--- src/rtl/keypad_pkg.sv ---
// Shared types, key map and helpers for the 4x4 keypad scan controller.
package keypad_pkg;

    typedef enum logic [1:0] {
        StScan,
        StDebounce,
        StHeld,
        StRelease
    } kp_state_t;

    // Indexed by {row, col}: row 0 is "1 2 3 A", row 3 is "E 0 F D".
    localparam logic [3:0] KeyMap [16] = '{
        4'h1, 4'h2, 4'h3, 4'hA,
        4'h4, 4'h5, 4'h6, 4'hB,
        4'h7, 4'h8, 4'h9, 4'hC,
        4'hE, 4'h0, 4'hF, 4'hD
    };

    function automatic logic one_hot_valid(input logic [3:0] v);
        return (v != 4'b0000) && ((v & (v - 4'b0001)) == 4'b0000);
    endfunction

    // Only meaningful when one_hot_valid(v) holds.
    function automatic logic [1:0] one_hot_index(input logic [3:0] v);
        logic [1:0] idx;
        idx = 2'd0;
        for (int i = 0; i < 4; i++) begin
            if (v[i]) begin
                idx = 2'(i);
            end
        end
        return idx;
    endfunction

endpackage

--- src/rtl/keypad_if.sv ---
// Keypad pin and key-event bundle between the controller and its neighbours.
interface keypad_if;

    logic [3:0] rows;
    logic [3:0] col_keys;
    logic [3:0] key_code;
    logic       key_valid;
    logic       key_held;

    modport master (
        input  rows,
        output col_keys,
        output key_code,
        output key_valid,
        output key_held
    );

    modport slave (
        output rows,
        input  col_keys,
        input  key_code,
        input  key_valid,
        input  key_held
    );

endinterface

--- src/rtl/scan_tick.sv ---
// Free-running divider producing a one-cycle tick every ScanDiv clocks.
module scan_tick #(
    parameter int unsigned ScanDiv = 50000
) (
    input  logic clk,
    input  logic reset,
    output logic tick_o
);

    localparam int unsigned CntW = (ScanDiv > 1) ? $clog2(ScanDiv) : 1;
    localparam logic [CntW-1:0] CntLast = CntW'(ScanDiv - 1);

    logic [CntW-1:0] cnt_q, cnt_d;

    assign tick_o = (cnt_q == CntLast);

    always_comb begin
        cnt_d = tick_o ? '0 : cnt_q + 1'b1;
    end

    always_ff @(posedge clk or negedge reset) begin
        if (!reset) begin
            cnt_q <= '0;
        end else begin
            cnt_q <= cnt_d;
        end
    end

endmodule

--- src/rtl/keypad_controller.sv ---
// Press-aware column scanner with press/release debounce for a 4x4 matrix keypad.
module keypad_controller
    import keypad_pkg::*;
#(
    parameter int unsigned ScanDiv       = 50000,
    parameter int unsigned DebounceTicks = 4
) (
    input  logic     clk,
    input  logic     reset,
    keypad_if.master kp_if
);

    localparam int unsigned CntW = $clog2(DebounceTicks + 1);
    localparam logic [CntW-1:0] CntMax  = CntW'(DebounceTicks);
    localparam logic [CntW-1:0] CntLast = CntW'(DebounceTicks - 1);

    logic            tick;
    logic [3:0]      rows_meta_q;
    logic [3:0]      rows_s_q;
    kp_state_t       state_q, state_d;
    logic [1:0]      col_idx_q, col_idx_d;
    logic [1:0]      row_idx_q, row_idx_d;
    logic [CntW-1:0] cnt_q, cnt_d;
    logic [3:0]      key_code_q, key_code_d;
    logic            key_valid_q, key_valid_d;

    logic            row_match;
    logic            row_hit;
    logic            cnt_done;
    logic [CntW-1:0] cnt_inc;

    scan_tick #(
        .ScanDiv (ScanDiv)
    ) u_scan_tick (
        .clk    (clk),
        .reset  (reset),
        .tick_o (tick)
    );

    always_ff @(posedge clk or negedge reset) begin
        if (!reset) begin
            rows_meta_q <= '0;
            rows_s_q    <= '0;
        end else begin
            rows_meta_q <= kp_if.rows;
            rows_s_q    <= rows_meta_q;
        end
    end

    assign row_match = (rows_s_q == (4'b0001 << row_idx_q));
    assign row_hit   = rows_s_q[row_idx_q];
    // This tick is the DebounceTicks-th qualifying one.
    assign cnt_done  = (cnt_q >= CntLast);
    assign cnt_inc   = (cnt_q == CntMax) ? cnt_q : cnt_q + 1'b1;

    always_ff @(posedge clk or negedge reset) begin
        if (!reset) begin
            state_q     <= StScan;
            col_idx_q   <= 2'd0;
            row_idx_q   <= 2'd0;
            cnt_q       <= '0;
            key_code_q  <= 4'h0;
            key_valid_q <= 1'b0;
        end else begin
            state_q     <= state_d;
            col_idx_q   <= col_idx_d;
            row_idx_q   <= row_idx_d;
            cnt_q       <= cnt_d;
            key_code_q  <= key_code_d;
            key_valid_q <= key_valid_d;
        end
    end

    always_comb begin
        state_d   = state_q;
        col_idx_d = col_idx_q;
        row_idx_d = row_idx_q;
        cnt_d     = cnt_q;
        if (tick) begin
            unique case (state_q)
                StScan: begin
                    if (one_hot_valid(rows_s_q)) begin
                        row_idx_d = one_hot_index(rows_s_q);
                        cnt_d     = '0;
                        state_d   = StDebounce;
                    end else begin
                        col_idx_d = col_idx_q + 2'd1;
                    end
                end
                StDebounce: begin
                    if (row_match) begin
                        cnt_d = cnt_inc;
                        if (cnt_done) begin
                            state_d = StHeld;
                        end
                    end else begin
                        col_idx_d = col_idx_q + 2'd1;
                        state_d   = StScan;
                    end
                end
                StHeld: begin
                    // Other rows in the locked column are deliberately ignored.
                    if (!row_hit) begin
                        cnt_d   = '0;
                        state_d = StRelease;
                    end
                end
                StRelease: begin
                    if (!row_hit) begin
                        cnt_d = cnt_inc;
                        if (cnt_done) begin
                            col_idx_d = col_idx_q + 2'd1;
                            state_d   = StScan;
                        end
                    end else begin
                        state_d = StHeld;
                    end
                end
                default: begin
                    state_d = StScan;
                end
            endcase
        end
    end

    always_comb begin
        key_valid_d = tick && (state_q == StDebounce) && row_match && cnt_done;
        key_code_d  = key_valid_d ? KeyMap[{row_idx_q, col_idx_q}] : key_code_q;
    end

    assign kp_if.col_keys  = 4'b0001 << col_idx_q;
    assign kp_if.key_code  = key_code_q;
    assign kp_if.key_valid = key_valid_q;
    assign kp_if.key_held  = (state_q == StHeld) || (state_q == StRelease);

endmodule

--- src/flat_wrapper.sv ---
// flat-port wrapper written by rule: the top's interface ports become plain ports
module keypad_controller_flat import keypad_pkg::*;
#(
    parameter int unsigned ScanDiv       = 50000,
    parameter int unsigned DebounceTicks = 4
)
  (clk, reset, kp_if_rows, kp_if_col_keys, kp_if_key_code, kp_if_key_valid, kp_if_key_held);
  keypad_if kp_if_i ();
  input  logic clk;
  input  logic reset;
  input wire logic [$bits(kp_if_i.rows)-1:0] kp_if_rows;
  output wire logic [$bits(kp_if_i.col_keys)-1:0] kp_if_col_keys;
  output wire logic [$bits(kp_if_i.key_code)-1:0] kp_if_key_code;
  output wire logic [$bits(kp_if_i.key_valid)-1:0] kp_if_key_valid;
  output wire logic [$bits(kp_if_i.key_held)-1:0] kp_if_key_held;
  assign kp_if_i.rows = kp_if_rows;
  assign kp_if_col_keys = kp_if_i.col_keys;
  assign kp_if_key_code = kp_if_i.key_code;
  assign kp_if_key_valid = kp_if_i.key_valid;
  assign kp_if_key_held = kp_if_i.key_held;
  keypad_controller #(.ScanDiv(ScanDiv), .DebounceTicks(DebounceTicks)) u_core (.clk(clk), .reset(reset), .kp_if(kp_if_i));
endmodule
--- config.mk ---
export PLATFORM = sky130hd
export DESIGN_NAME = keypad_controller_flat
export DESIGN_NICKNAME = d
export VERILOG_FILES = /design/src/rtl/keypad_pkg.sv /design/src/rtl/keypad_if.sv /design/src/rtl/scan_tick.sv /design/src/rtl/keypad_controller.sv /design/src/flat_wrapper.sv
export SDC_FILE = /design/constraint.sdc
export NUM_CORES = 1
export LEC_CHECK = 0
export BUFFER_PORTS_ARGS = -buffer_cell sky130_fd_sc_hd__clkbuf_2
export CORE_ASPECT_RATIO = 0.5
export CORE_MARGIN = 10
export CORE_UTILIZATION = 39
export DETAILED_ROUTE_END_ITERATION = 7
export MAX_ROUTING_LAYER = met4
export PLACE_DENSITY = 0.56
export SLEW_MARGIN = 20
export SYNTH_ARGS = -nofsm -noshare
export SYNTH_HDL_FRONTEND = slang
export SYNTH_SLANG_ARGS = --single-unit
--- constraint.sdc ---
create_clock -name clk -period 6.1 [get_ports clk]
set_clock_uncertainty 0.05 [all_clocks]
set_input_delay 0.305 -clock clk [delete_from_list [all_inputs] [get_ports clk]]
set_output_delay 0.305 -clock clk [all_outputs]
set_load 0.02 [all_outputs]
; After elaboration in Yosys (flattened, before gate mapping)
; Memory sizes are Yosys's and may differ from the RTL's. A register that Yosys moved wholly into a read port is not among the register bits.
; Cells that the tools add are included.
; W data, S select, Z words.
[totals]
register_bits = 34
mem_bits_ro = 64
input_bits = 6
out_inout_bits = 10
wordCells = 72
n_memories = 1
[memory_table]
columns = memory, words, width, read_ports, rd_clocked_by_memory_dff, write_ports, line
row1 = (no name shown), 16, 4, 1, 1, 0, keypad_controller.sv:128  ; key_code_d = key_valid_d ? KeyMap[{row_idx_q, col_idx_q}] : key_code_q;
[op_classes]
n_addsub = 4
order_cmp = 2
eq_ne = 15
n_shift = 2
mux = 24
bitwise_logic = 2
n_reduce_logical = 14
[op_table]
columns = cell, count
row1 = $mux W2, 12
row2 = $add A16 B1 Y16 const B, 1
row3 = $eq A16 B16 Y1 const B, 1
row4 = $mux W16, 1
row5 = $mux W3, 5
row6 = $pmux W3 S4, 1
row7 = $reduce_and A5 Y1, 2
row8 = $ne A2 B2 Y1 const B, 4
row9 = $pmux W2 S4, 1
row10 = $shl A1 B2 Y4 const A, 2
row11 = $ne A2 B1 Y1 const B, 3
row12 = $pmux W2 S3, 1
row13 = $reduce_and A6 Y1, 1
row14 = $not A4 Y5, 1
row15 = $and A4 B4 Y4, 1
row16 = $eq A2 B2 Y1 const B, 2
row17 = $eq A4 B4 Y1, 1
row18 = $logic_and A1 B1 Y1, 4
row19 = $logic_not A4 Y1, 1
row20 = $reduce_bool A4 Y1, 1
row21 = $sub A4 B1 Y4 const B, 1
row22 = $add A3 B1 Y3 const B, 1
row23 = $eq A3 B3 Y1 const B, 1
row24 = $ge A3 B2 Y1 const B, 1
row25 = other kinds (12), 13

; Logic depth before layout (Yosys ltp)
; Gate-level depths: netlist of run 1.
[depth]
word_depth = 6
depth_mapped = 8
mapped_depth_nobuf = 7

; By module
; Synthesis of run 1 repeated with hierarchy kept, for this count alone.
[unflattened]
hier_cells = 197
hier_area_um2 = 2113.3
[by_module_without_submodules]
columns = mod, instances, cells_each, area_per_inst_um2, seq_area_each_um2
row1 = keypad_controller, 1, 130, 1351.3, 550.5
row2 = scan_tick, 1, 67, 762.0, 400.4

; Worst setup path before layout of run 1
; No wires, ideal clock.
[synth_timing]
kind = reg-to-reg
start = register u_core.rows_s_q[3]
end = register u_core.key_code_q[0], in the netlist u_core.kp_if.key_code[0]
setup_time_ps = 125
t_arrival_ps = 1948
required_time_ps = 5925
path_slack_ps = 3977
path_stages_with_launch = 7
n_path_buf = 1
period_less_slack_ps = 2123
path_cell_list = dfrtp_1 > buf_4 > or3b_1 > a2111o_1 > a211oi_2 > nand2_2 > mux2_2
[synth_via]
elab_chain_cells = 3
[synth_lines]
columns = item, line
row1 = from (decl), keypad_controller.sv:19  ; logic [3:0] rows_s_q;
row2 = from (signal assigned), keypad_controller.sv:46  ; rows_s_q <= rows_meta_q;
row3 = $eq A4 B4 Y1, keypad_controller.sv:50  ; assign row_match = (rows_s_q == (4'b0001 << row_idx_q));
row4 = $logic_and A1 B1 Y1 (2 in series), keypad_controller.sv:127  ; key_valid_d = tick && (state_q == StDebounce) && row_match && cnt_done;
row5 = to (decl), keypad_controller.sv:24  ; logic [3:0] key_code_q, key_code_d;
; Every way passes these cells.
; A chain may end at the register's enable or synchronous reset.

; Final worst setup path of run 1
[layout_timing]
start = register u_core.u_scan_tick.cnt_q[5]
end = register u_core.col_idx_q[1]
[layout_via]
elab_chain_cells = 2
[layout_lines]
columns = item, line
row1 = from (decl), scan_tick.sv:13  ; logic [CntW-1:0] cnt_q, cnt_d;
row2 = from (signal assigned), scan_tick.sv:25  ; cnt_q <= cnt_d;
row3 = $eq A16 B16 Y1, scan_tick.sv:15  ; assign tick_o = (cnt_q == CntLast);
row4 = $reduce_and A6 Y1 (no source line), --
row5 = to (signal assigned), keypad_controller.sv:66  ; col_idx_q <= col_idx_d;
row6 = to (decl), keypad_controller.sv:21  ; logic [1:0] col_idx_q, col_idx_d;
; Every way passes these cells.

==> results of run 1 <==
-- through the flow --
stage / hold WS, ns / instance area, µm²
3_5_place_dp: 0.290 / 2090
2_1_floorplan: -0.0406 / 1970
3_3_place_gp: 0.287 / 2090
4_1_cts: 0.0677 / 2200
6_report: 0.0757 / 2200
5_1_grt: 0.0666 / 2200
-- cells in the final DEF (no fill, tap or decap), types with 3 or more instances in the layout --
cell type | netlist | routed
sky130_fd_sc_hd__mux2_2 | 5 | 5
sky130_fd_sc_hd__inv_1 | 12 | 12
sky130_fd_sc_hd__nor4b_1 | 3 | 3
sky130_fd_sc_hd__nand3_1 | 13 | 13
sky130_fd_sc_hd__nor3_1 | 4 | 4
sky130_fd_sc_hd__and3_1 | 3 | 3
sky130_fd_sc_hd__nor2_1 | 14 | 14
sky130_fd_sc_hd__o21ai_0 | 7 | 7
sky130_fd_sc_hd__dfrtp_1 | 38 | 38
sky130_fd_sc_hd__clkbuf_2 | 0 | 15
sky130_fd_sc_hd__nand2_1 | 11 | 11
sky130_fd_sc_hd__nor4bb_1 | 3 | 3
sky130_fd_sc_hd__mux2i_1 | 3 | 3
sky130_fd_sc_hd__clkbuf_8 | 1 | 8
sky130_fd_sc_hd__xnor2_1 | 8 | 8
sky130_fd_sc_hd__nand4_1 | 3 | 3
sky130_fd_sc_hd__ha_1 | 10 | 10
sky130_fd_sc_hd__xor2_1 | 9 | 9
-- worst paths after layout --
check,endpoint,startpoint
max in group asynchronous,u_core.rows_s_q[2],reset
hold reg to reg,u_core.rows_s_q[0],u_core.rows_meta_q[0]
min in group asynchronous,u_core.u_scan_tick.cnt_q[9],reset
setup reg to reg,u_core.col_idx_q[1],u_core.u_scan_tick.cnt_q[5]
setup / recovery,u_core.col_idx_q[1],u_core.u_scan_tick.cnt_q[5]
hold / removal,u_core.rows_meta_q[3],kp_if_rows[3]
-- power by group through the flow --
| stage | logic, mW | clock network (mW) | registers, mW |
|---|---|---|---|
| floorplan | 0.00655 | 0 | 0.261 |
| global placement | 0.0118 | 0 | 0.262 |
| detailed placement | 0.0121 | 0 | 0.262 |
| CTS | 0.0120 | 0.205 | 0.257 |
| global route | 0.0136 | 0.217 | 0.258 |
| finish | 0.0114 | 0.196 | 0.258 |
-- layer usage --
metal / track usage, % / wire (µm) / vias up / share of wire, %
li1: - / - / 671 / -
met1: 10.8 / 1660 / 650 / 47
met2: 13.7 / 1590 / 29 / 45
met3: 3.05 / 212 / 6 / 6.0
met4: 4.12 / 61 / 0 / 1.7
met5: - / 0 / - / 0
-- flip-flops by register name (all words and copies together), names as in the netlist --
signal / cells
u_core.u_scan_tick.cnt_q: 16
u_core.kp_if.key_code: 4
u_core.rows_meta_q: 4
u_core.rows_s_q: 4
u_core.cnt_q: 3
u_core.col_idx_q: 2
u_core.row_idx_q: 2
u_core.state_q: 2
u_core.kp_if.key_valid: 1
-- cell type report --
type / instances / area [µm²] / share of cell area, %
multi-input combinational: 125 / 928 / 42.3
sequential: 38 / 951 / 43.3
inverter: 12 / 45.0 / 2.05
timing repair buffer: 15 / 75.1 / 3.42
tap: 70 / 87.6 / 3.99
clock buffer: 8 / 110 / 5.01
-- logic make-up after synthesis --
kind of cell	count (synthesis)	synth area share (%)
adders and majority gates	10	6.35
muxes	10	6.98
and+or+nand+nor	67	18.7
DFF	38	48.2
buffers and inverters	20	4.69
xor gates and xnor gates	17	7.55
AOI/OAI and AO/OA	21	7.49
-- synth_stat cells (4+ instances only) --
| cell type | n |
|---|---|
| sky130_fd_sc_hd__dfrtp_1 | 38 |
| sky130_fd_sc_hd__ha_1 | 10 |
| sky130_fd_sc_hd__o21ai_0 | 7 |
| sky130_fd_sc_hd__mux2_2 | 5 |
| sky130_fd_sc_hd__nor3_1 | 4 |
| sky130_fd_sc_hd__clkbuf_1 | 5 |
| sky130_fd_sc_hd__xor2_1 | 9 |
| sky130_fd_sc_hd__nor2_1 | 14 |
| sky130_fd_sc_hd__nand3_1 | 13 |
| sky130_fd_sc_hd__inv_1 | 12 |
| sky130_fd_sc_hd__nand2_1 | 11 |
| sky130_fd_sc_hd__xnor2_1 | 8 |
-- worst reg2reg max path: cells and delay by family, from the launching register on --
kind             cells  cell delay, ns
AND/OR/NAND/NOR      3            1.31
AO/OA/AOI/OAI        1            0.16
flip-flops           1            0.44
multiplexers         1            0.38
==> insert_results.sql, run 1 <==
INSERT INTO impl_metrics (metric_group, metric, value, unit) VALUES
('outcome', 'status', 'finished clean', ''),
('floorplan', 'floorplan.core_area', '4910', 'µm²'),
('detailed_routing', 'routed_wl', '3.53', 'mm'),
('clocking', 'cts_num_sinks', '38', ''),
('power', 'total_power', '465', 'µW'),
('job', 'maxCapViolations', '0', ''),
('synthesis', 'synth_largest_area_cell', 'sky130_fd_sc_hd__dfrtp_1', ''),
('worst_setup_path', 'timing.critical_path.buf_inv', '0', ''),
('synthesis', 'ys.warnings.count', '0', ''),
('worst_setup_path', 'required', '6.22', 'ns'),
('sta', 'final_count_of_hold_timing_violations', '0', ''),
('hold_path', 'min-delay-path-class', 'in -> reg', ''),
('synthesis', 'syn-mean-instance-area', '10.8', 'µm²'),
('power', 'comb_power_share', '2.5', '%'),
('floorplan', 'die_area', '8470', 'µm²'),
('synthesis', 'ys_seq_elements', '38', ''),
('clocking', 'cts.hold.buffers_added', '0', ''),
('detailed_routing', 'detailedRoute.firstPassIterationCount', '4', ''),
('floorplan', 'floorplan.die.height', '70.3', 'µm'),
('clocking', 'cts_tree', 'yes', ''),
('placement', 'placed_cells_incl_taps', '260', ''),
('sta', 'worstMarginPinSlew', '0.927', 'ns'),
('worst_setup_path', 'timing.critical_path.to_type', 'register', ''),
('worst_setup_path', 'worstSetupPathDepth', '5', ''),
('final_layout', 'final-instance-count-excl-fill', '268', ''),
('placement', 'globalplace.congestion', '0.878', ''),
('worst_setup_path', 'worstSetupStartpointType', 'register', ''),
('power', 'part_of_the_power_in_the_clock_network', '42.2', '%'),
('sta', 'final_critical_path_setup_slack', '3.65', 'ns'),
('final_layout', 'final_core_util', '44.8', '%'),
('final_layout', 'final_layout_size_suffix_gt1_share', '16.7', '%'),
('detailed_routing', 'avgViaCountPerCell', '5.06', ''),
('worst_setup_path', 'timing.critical_path.fanout_max', '16', ''),
('sta', 'post-route-min-period', '2.45', 'ns'),
('clocking', 'cts_made_buffers', '5', ''),
('detailed_routing', 'num_vias', '1356', ''),
('final_layout', 'n_fill_cell', '474', ''),
('grt', 'first_pass_grt_wire_length', '6.09', 'mm'),
('synthesis', 'netlist.area_leader.share', '48.2', '%'),
('sta', 'count_of_final_max_slew_check_failures', '0', ''),
('worst_setup_path', 'crit_type', 'reg -> reg', ''),
('synthesis', 'synth.lib_cells_used.distinct', '43', ''),
('worst_setup_path', 'crit_family', 'simple AND/OR/NAND/NOR gates', ''),
('floorplan', 'start_util', '40.2', '%'),
('sta', 'achievable-frequency', '408', 'MHz'),
('synthesis', 'synth_seq_area_share', '48.2', '%'),
('worst_setup_path', 'timing.critical_path.cells', 'nor4bb_1, and4_1, o211ai_1, nor3_1, mux2_2', ''),
('worst_setup_path', 'critical_path.slowest_cell', 'sky130_fd_sc_hd__and4_1', ''),
('floorplan', 'placement_rows', '18', ''),
('hold_path', 'hold_path_depth', '1', ''),
('sta', 'final_min_period_over_clock_period', '40.2', '%'),
('grt', 'antenna_found_initial', '0', ''),
('sta', 'unrepaired_setup_endpoints_after_global_routing', 'false', ''),
('power', 'power.internal', '373', 'µW'),
('detailed_routing', 'detail-route-antenna-nets', '0', ''),
('synthesis', 'synth_area_leaders', 'sky130_fd_sc_hd__dfrtp_1 48%, sky130_fd_sc_hd__ha_1 6.3%, sky130_fd_sc_hd__xor2_1 4.0%', ''),
('sta', 'slew_headroom', '38.2', '%'),
('floorplan', 'ios', '16', ''),
('grt', 'globalRouteTotalUtil', '9.08', '%'),
('clocking', 'worst_skew_pair.late_latency', '0.29', 'ns'),
('worst_setup_path', 'timing.reg2reg.setup_slack', '3.65', 'ns'),
('synthesis', 'post_synth_instance_area', '1970', 'µm²'),
('detailed_routing', 'drc_errors', '0', ''),
('synthesis', 'synthFlopType', 'sky130_fd_sc_hd__dfrtp_1', ''),
('clocking', 'clk_pin_slew', '0.07', 'ns'),
('clocking', 'post_cts_resize_count', '0', ''),
('worst_setup_path', 'ff2ff_path_depth', '5', ''),
('worst_setup_path', 'slowest_delay', '0.62', 'ns'),
('worst_setup_path', 'worstPathArrival', '2.58', 'ns'),
('sta', 'fin_setup_tns', '0', 'ns'),
('clocking', 'root_buf_cell', 'sky130_fd_sc_hd__clkbuf_8', '');
(Power assumes the default switching activity.)
==> run 2: changes to the inputs <==
- PLACE_DENSITY: 0.56 -> 0.58
- clock period: 6.1 -> 2.2 ns (I/O delays scaled with it)
==> run 2 against run 1 <==
  * Clock-buffer cell count down 3
  * Cell count up 5.2%
  * Critical path depth stayed put
  * Largest cell class unchanged
  * Largest power group unchanged
==> insert_results.sql, run 2 (synthesized netlist as in run 1, its figures left out) <==
INSERT INTO impl_metrics (metric_group, metric, value, unit) VALUES
('clocking', 'clockBufferDepth', '2', ''),
('job', 'maxCapViolations', '0', ''),
('placement', 'io_buffer_count', '15', ''),
('final_layout', 'layout.cells.most_common', 'sky130_fd_sc_hd__dfrtp_1', ''),
('detailed_routing', 'detail-route-antenna-nets', '0', ''),
('grt', 'globalRouteTotalUtil', '9.82', '%'),
('worst_setup_path', 'required', '2.33', 'ns'),
('sta', 'slew_headroom', '38.3', '%'),
('power', 'power.internal', '1.06', 'mW'),
('detailed_routing', 'detailedRoute.firstPassIterationCount', '4', ''),
('grt', 'grt_pass1_vias', '1485', ''),
('final_layout', 'layout.cells.most_common_list', '38 x sky130_fd_sc_hd__dfrtp_1, 15 x sky130_fd_sc_hd__clkbuf_2, 14 x sky130_fd_sc_hd__nor2_1', ''),
('sta', 'fin_setup_tns', '0', 'ns'),
('grt', 'pin_count_of_the_biggest_net_entering_global_routing', '39', ''),
('hold_path', 'min-delay-path-class', 'reg -> reg', ''),
('detailed_routing', 'initialDrtViolationCount', '66', ''),
('grt', 'antenna_found_initial', '0', ''),
('sta', 'setup_viol_count_final', '0', ''),
('power', 'total_power', '1.34', 'mW'),
('power', 'part_of_the_power_in_the_clock_network', '43.5', '%'),
('final_layout', 'largest_register_ffs', '16', ''),
('detailed_routing', 'num_vias', '1426', ''),
('floorplan', 'floorplan.die.height', '70.3', 'µm'),
('worst_setup_path', 'timing.critical_path.buf_inv', '0', ''),
('worst_setup_path', 'timing.critical_path.to_type', 'register', ''),
('grt', 'first_pass_grt_wire_length', '6.78', 'mm'),
('power', 'power.density_cell_area', '575', 'nW/µm²'),
('detailed_routing', 'avgViaCountPerCell', '5.06', ''),
('power', 'worst_vdd_ir', '0.268', 'mV'),
('sta', 'fin_worst_hold_slack', '0.302', 'ns'),
('final_layout', 'area_delta_synth_final', '18.1', '%'),
('sta', 'unrepaired_setup_endpoints_after_global_routing', 'false', ''),
('final_layout', 'insertedDiodeCount', '0', ''),
('final_layout', 'n_fill_cell', '479', ''),
('clocking', 'clk_pin_slew', '0.07', 'ns'),
('placement', 'globalplace.congestion', '0.891', ''),
('worst_setup_path', 'worstPathArrival', '2.21', 'ns'),
('sta', 'worstMarginPinSlew', '0.925', 'ns'),
('worst_setup_path', 'crit_family', 'compound AO/OA/AOI/OAI gates', ''),
('worst_setup_path', 'slowest_delay', '0.44', 'ns'),
('final_layout', 'fin_nets', '227', ''),
('clocking', 'cts_made_buffers', '5', ''),
('power', 'comb_power_share', '3.4', '%'),
('clocking', 'worst_skew_pair.late_latency', '0.29', 'ns'),
('worst_setup_path', 'crit_type', 'reg -> reg', ''),
('sta', 'final_critical_path_setup_slack', '0.117', 'ns'),
('final_layout', 'regMostFlops', 'u_core.u_scan_tick.cnt_q', ''),
('power', 'sequentialPowerShare', '53.1', '%'),
('floorplan', 'placement_rows', '18', ''),
('sta', 'final_count_of_hold_timing_violations', '0', ''),
('floorplan', 'ios', '16', ''),
('sta', 'count_of_final_max_slew_check_failures', '0', ''),
('detailed_routing', 'average_wire_per_standard_cell', '13.5', 'µm'),
('floorplan', 'die-width', '121', 'µm'),
('placement', 'dp.final_hpwl', '2.75', 'mm'),
('sta', 'final_min_period_over_clock_period', '94.7', '%'),
('placement', 'dp_slack', '0.0713', 'ns'),
('worst_setup_path', 'worstSetupStartpointType', 'register', ''),
('power', 'p_switching', '280', 'µW'),
('clocking', 'cts.htree.levels', '2', ''),
('detailed_routing', 'drc_errors', '0', ''),
('floorplan', 'start_util', '40.2', '%'),
('worst_setup_path', 'timing.critical_path.cells', 'or3b_1, a2111o_1, a211oi_4, nand2_2, mux2_2', ''),
('floorplan', 'floorplan.core_area', '4910', 'µm²'),
('power', 'cellLeakagePower', '1.07', 'nW'),
('detailed_routing', 'routed_wl', '3.82', 'mm'),
('worst_setup_path', 'timing.critical_path.fanout_max', '5', ''),
('clocking', 'cts_num_sinks', '38', ''),
('sta', 'achievable-frequency', '480', 'MHz'),
('final_layout', 'final_layout_size_suffix_gt1_share', '20.3', '%'),
('power', 'switching_share', '20.9', '%'),
('outcome', 'status', 'finished clean', ''),
('clocking', 'root_buf_cell', 'sky130_fd_sc_hd__clkbuf_8', ''),
('worst_setup_path', 'critical_path.slowest_cell', 'sky130_fd_sc_hd__a2111o_1', ''),
('floorplan', 'die_area', '8470', 'µm²'),
('sta', 'post-route-min-period', '2.08', 'ns'),
('clocking', 'cts_tree', 'yes', ''),
('grt', 'overflow', '0', '');
## run 2: cell type report
cell class              count  area (µm²)  area share (%)
well taps                  70        87.6            3.76
clock inverters             3        40.0            1.72
multi-input cells         125         943            40.5
flip-flops and latches     38         951            40.8
clock buffers               5        68.8            2.96
repair buffers             29         193            8.28
inverters                  12        45.0            1.93
## run 2: worst reg2reg max path, delay by kind of cell, from the launching register on
family | cells | cell delay, ns
compound gates | 2 | 0.75
simple gates | 2 | 0.51
flops | 1 | 0.37
mux | 1 | 0.29
## run 2: path summary, 6_finish.rpt
| check | to | depth (start not counted) | start | slack, ns |
|---|---|---|---|---|
| worst max-delay path | u_core.kp_if.key_code[1] | 5 | u_core.row_idx_q[1] | 0.12 |
| max in group asynchronous | u_core.kp_if.key_code[2] | 2 | reset | 1.09 |
| worst min register to register | u_core.rows_s_q[2] | 0 | u_core.rows_meta_q[2] | 0.30 |
| worst min-delay path | u_core.rows_s_q[2] | 0 | u_core.rows_meta_q[2] | 0.30 |
| worst max register to register | u_core.kp_if.key_code[1] | 5 | u_core.row_idx_q[1] | 0.12 |
| min in group asynchronous | u_core.u_scan_tick.cnt_q[0] | 2 | reset | 0.44 |
## run 2: stage by stage
stage / std cells / area [µm²] / utilization, %
after floorplan: 183 / 1970 / -
after global placement: 269 / 2150 / 43.9
after detailed placement: 269 / 2150 / 43.9
after CTS: 282 / 2310 / 47.1
after global routing: 282 / 2330 / 47.4
final: 282 / 2330 / 47.4
## run 2: what timing repair did
action,in CTS,in global routing
endpoints found under the setup margin,0,5
gates resized for setup,0,2
setup buffers,0,0
hold buffers,5,0
hold endpoints to repair,42,0
## run 2: power by group through the flow
stage,Clock [mW],Sequential (mW),Combinational (mW)
floorplan,0,0.723,0.0182
global placement,0,0.724,0.0385
detailed placement,0,0.724,0.0391
CTS,0.598,0.710,0.0459
global route,0.624,0.712,0.0513
finish,0.582,0.711,0.0453
## run 2: routing by layer
layer  track usage, %  share of wire [%]  wire length, µm
met5                -                  0                0
met4             3.99               0.79               30
met3             2.73                5.1              194
met2             16.0                 47             1800
met1             11.2                 47             1800
==> run 3: changes to the inputs <==
- BUFFER_PORTS_ARGS: -buffer_cell sky130_fd_sc_hd__clkbuf_2 -> -buffer_cell sky130_fd_sc_hd__buf_2
==> run 3 against run 2 <==
  * Sequential cell count unchanged
  * Core utilization is 0.66 points lower
  * Cell area down 1.4%
  * Critical path type unchanged
  * Largest cell class unchanged
  * Largest power group unchanged
==> insert_results.sql, run 3 (synthesized netlist as in run 1, its figures left out) <==
INSERT INTO impl_metrics (metric_group, metric, value, unit) VALUES
('floorplan', 'placement_rows', '18', ''),
('worst_setup_path', 'timing.critical_path.fanout_max', '5', ''),
('sta', 'achievable-frequency', '471', 'MHz'),
('detailed_routing', 'detail-route-antenna-nets', '0', ''),
('clocking', 'clockBufferDepth', '2', ''),
('final_layout', 'final_layout_size_suffix_gt1_share', '19.0', '%'),
('power', 'cellLeakagePower', '1.05', 'nW'),
('sta', 'count_of_final_max_slew_check_failures', '0', ''),
('outcome', 'status', 'finished clean', ''),
('final_layout', 'area_delta_synth_final', '16.4', '%'),
('floorplan', 'floorplan.core_area', '4910', 'µm²'),
('final_layout', 'n_fill_cell', '487', ''),
('grt', 'first_pass_grt_wire_length', '6.56', 'mm'),
('worst_setup_path', 'crit_family', 'compound AO/OA/AOI/OAI gates', ''),
('worst_setup_path', 'critical_path.slowest_cell', 'sky130_fd_sc_hd__a2111o_1', ''),
('power', 'worst_vdd_ir', '0.199', 'mV'),
('final_layout', 'largest_register_ffs', '16', ''),
('detailed_routing', 'initialDrtViolationCount', '88', ''),
('floorplan', 'die-width', '121', 'µm'),
('sta', 'worstMarginPinSlew', '0.835', 'ns'),
('grt', 'pin_count_of_the_biggest_net_entering_global_routing', '39', ''),
('sta', 'setup_viol_count_final', '0', ''),
('clocking', 'cts.htree.levels', '2', ''),
('sta', 'fin_setup_tns', '0', 'ns'),
('final_layout', 'fin_nets', '226', ''),
('floorplan', 'floorplan.die.height', '70.3', 'µm'),
('floorplan', 'ios', '16', ''),
('power', 'power.density_cell_area', '522', 'nW/µm²'),
('final_layout', 'insertedDiodeCount', '0', ''),
('sta', 'slew_headroom', '44.3', '%'),
('worst_setup_path', 'required', '2.33', 'ns'),
('floorplan', 'die_area', '8470', 'µm²'),
('placement', 'dp.final_hpwl', '2.74', 'mm'),
('worst_setup_path', 'worstPathArrival', '2.25', 'ns'),
('placement', 'globalplace.congestion', '0.896', ''),
('worst_setup_path', 'timing.critical_path.buf_inv', '0', ''),
('floorplan', 'start_util', '40.2', '%'),
('job', 'maxCapViolations', '0', ''),
('clocking', 'clk_pin_slew', '0.07', 'ns'),
('grt', 'antenna_found_initial', '0', ''),
('clocking', 'cts_num_sinks', '38', ''),
('final_layout', 'layout.cells.most_common_list', '38 x sky130_fd_sc_hd__dfrtp_1, 15 x sky130_fd_sc_hd__buf_2, 14 x sky130_fd_sc_hd__nor2_1', ''),
('detailed_routing', 'avgViaCountPerCell', '4.96', ''),
('grt', 'globalRouteTotalUtil', '9.55', '%'),
('sta', 'final_critical_path_setup_slack', '0.0748', 'ns'),
('detailed_routing', 'average_wire_per_standard_cell', '13.5', 'µm'),
('detailed_routing', 'drc_errors', '0', ''),
('sta', 'unrepaired_setup_endpoints_after_global_routing', 'false', ''),
('detailed_routing', 'detailedRoute.firstPassIterationCount', '4', ''),
('worst_setup_path', 'worstSetupStartpointType', 'register', ''),
('clocking', 'worst_skew_pair.late_latency', '0.29', 'ns'),
('detailed_routing', 'routed_wl', '3.77', 'mm'),
('sta', 'final_count_of_hold_timing_violations', '0', ''),
('detailed_routing', 'num_vias', '1390', ''),
('final_layout', 'layout.cells.most_common', 'sky130_fd_sc_hd__dfrtp_1', ''),
('placement', 'dp_slack', '0.0263', 'ns'),
('hold_path', 'min-delay-path-class', 'reg -> reg', ''),
('grt', 'grt_pass1_vias', '1399', ''),
('sta', 'final_min_period_over_clock_period', '96.6', '%'),
('clocking', 'cts_tree', 'yes', ''),
('worst_setup_path', 'timing.critical_path.to_type', 'register', ''),
('clocking', 'cts_made_buffers', '5', ''),
('placement', 'io_buffer_count', '15', ''),
('worst_setup_path', 'crit_type', 'reg -> reg', ''),
('clocking', 'root_buf_cell', 'sky130_fd_sc_hd__clkbuf_8', ''),
('worst_setup_path', 'timing.critical_path.cells', 'or3b_1, a2111o_1, a211oi_4, nand2_2, mux2_2', ''),
('worst_setup_path', 'slowest_delay', '0.46', 'ns'),
('grt', 'overflow', '0', ''),
('clocking', 'post-cts-setup-buffers', '0', ''),
('sta', 'post-route-min-period', '2.13', 'ns'),
('final_layout', 'regMostFlops', 'u_core.u_scan_tick.cnt_q', '');
## run 3: per-stage QoR
| stage | std cells | utilization, % | instance area [µm²] | power (mW) | hold WS (ns) |
|---|---|---|---|---|---|
| final | 280 | 46.8 | 2300 | 1.20 | 0.291 |
| after detailed placement | 268 | 43.7 | 2150 | 0.764 | 0.173 |
| after global routing | 280 | 46.8 | 2300 | 1.25 | 0.299 |
| after global placement | 268 | 43.7 | 2150 | 0.763 | 0.170 |
| after CTS | 280 | 46.3 | 2270 | 1.21 | 0.296 |
| after floorplan | 183 | - | 1970 | 0.741 | -0.236 |
## run 3: report_power, final
group          switching [mW]  internal, mW
combinational          0.0267        0.0197
clock                   0.224         0.218
sequential            0.00526         0.706
total                   0.256         0.944
## run 3: path summary, 6_finish.rpt
check                                       from                           to  slack [ns]  cells after the start
min                        u_core.rows_meta_q[1]           u_core.rows_s_q[1]        0.29                      0
max                          u_core.row_idx_q[1]     u_core.kp_if.key_code[3]        0.07                      5
max reg2reg                  u_core.row_idx_q[1]     u_core.kp_if.key_code[3]        0.07                      5
max in group asynchronous                  reset        u_core.rows_meta_q[0]        1.16                      2
min in group asynchronous                  reset  u_core.u_scan_tick.cnt_q[0]        0.41                      2
min reg2reg                u_core.rows_meta_q[1]           u_core.rows_s_q[1]        0.29                      0
## run 3: area by class of cell
type / instances / area, µm² / area share [%]
flip-flops and latches: 38 / 951 / 41.4
multi-input cells: 125 / 951 / 41.4
repair buffers: 28 / 185 / 8.07
well taps: 70 / 87.6 / 3.81
clock buffers: 7 / 76.3 / 3.32
inverters: 12 / 45.0 / 1.96
## run 3: layer usage
metal	wire length [µm]	track usage [%]	share of wire [%]
met3	228	3.05	6.0
met2	1730	14.8	46
met4	29	3.19	0.77
met1	1780	11.5	47
met5	0	-	0
## run 3: repair_timing
item,4_1_cts,5_1_grt
setup endpoints to repair,0,6
hold buffers,5,0
hold endpoints to repair,42,0
resized for setup,0,3
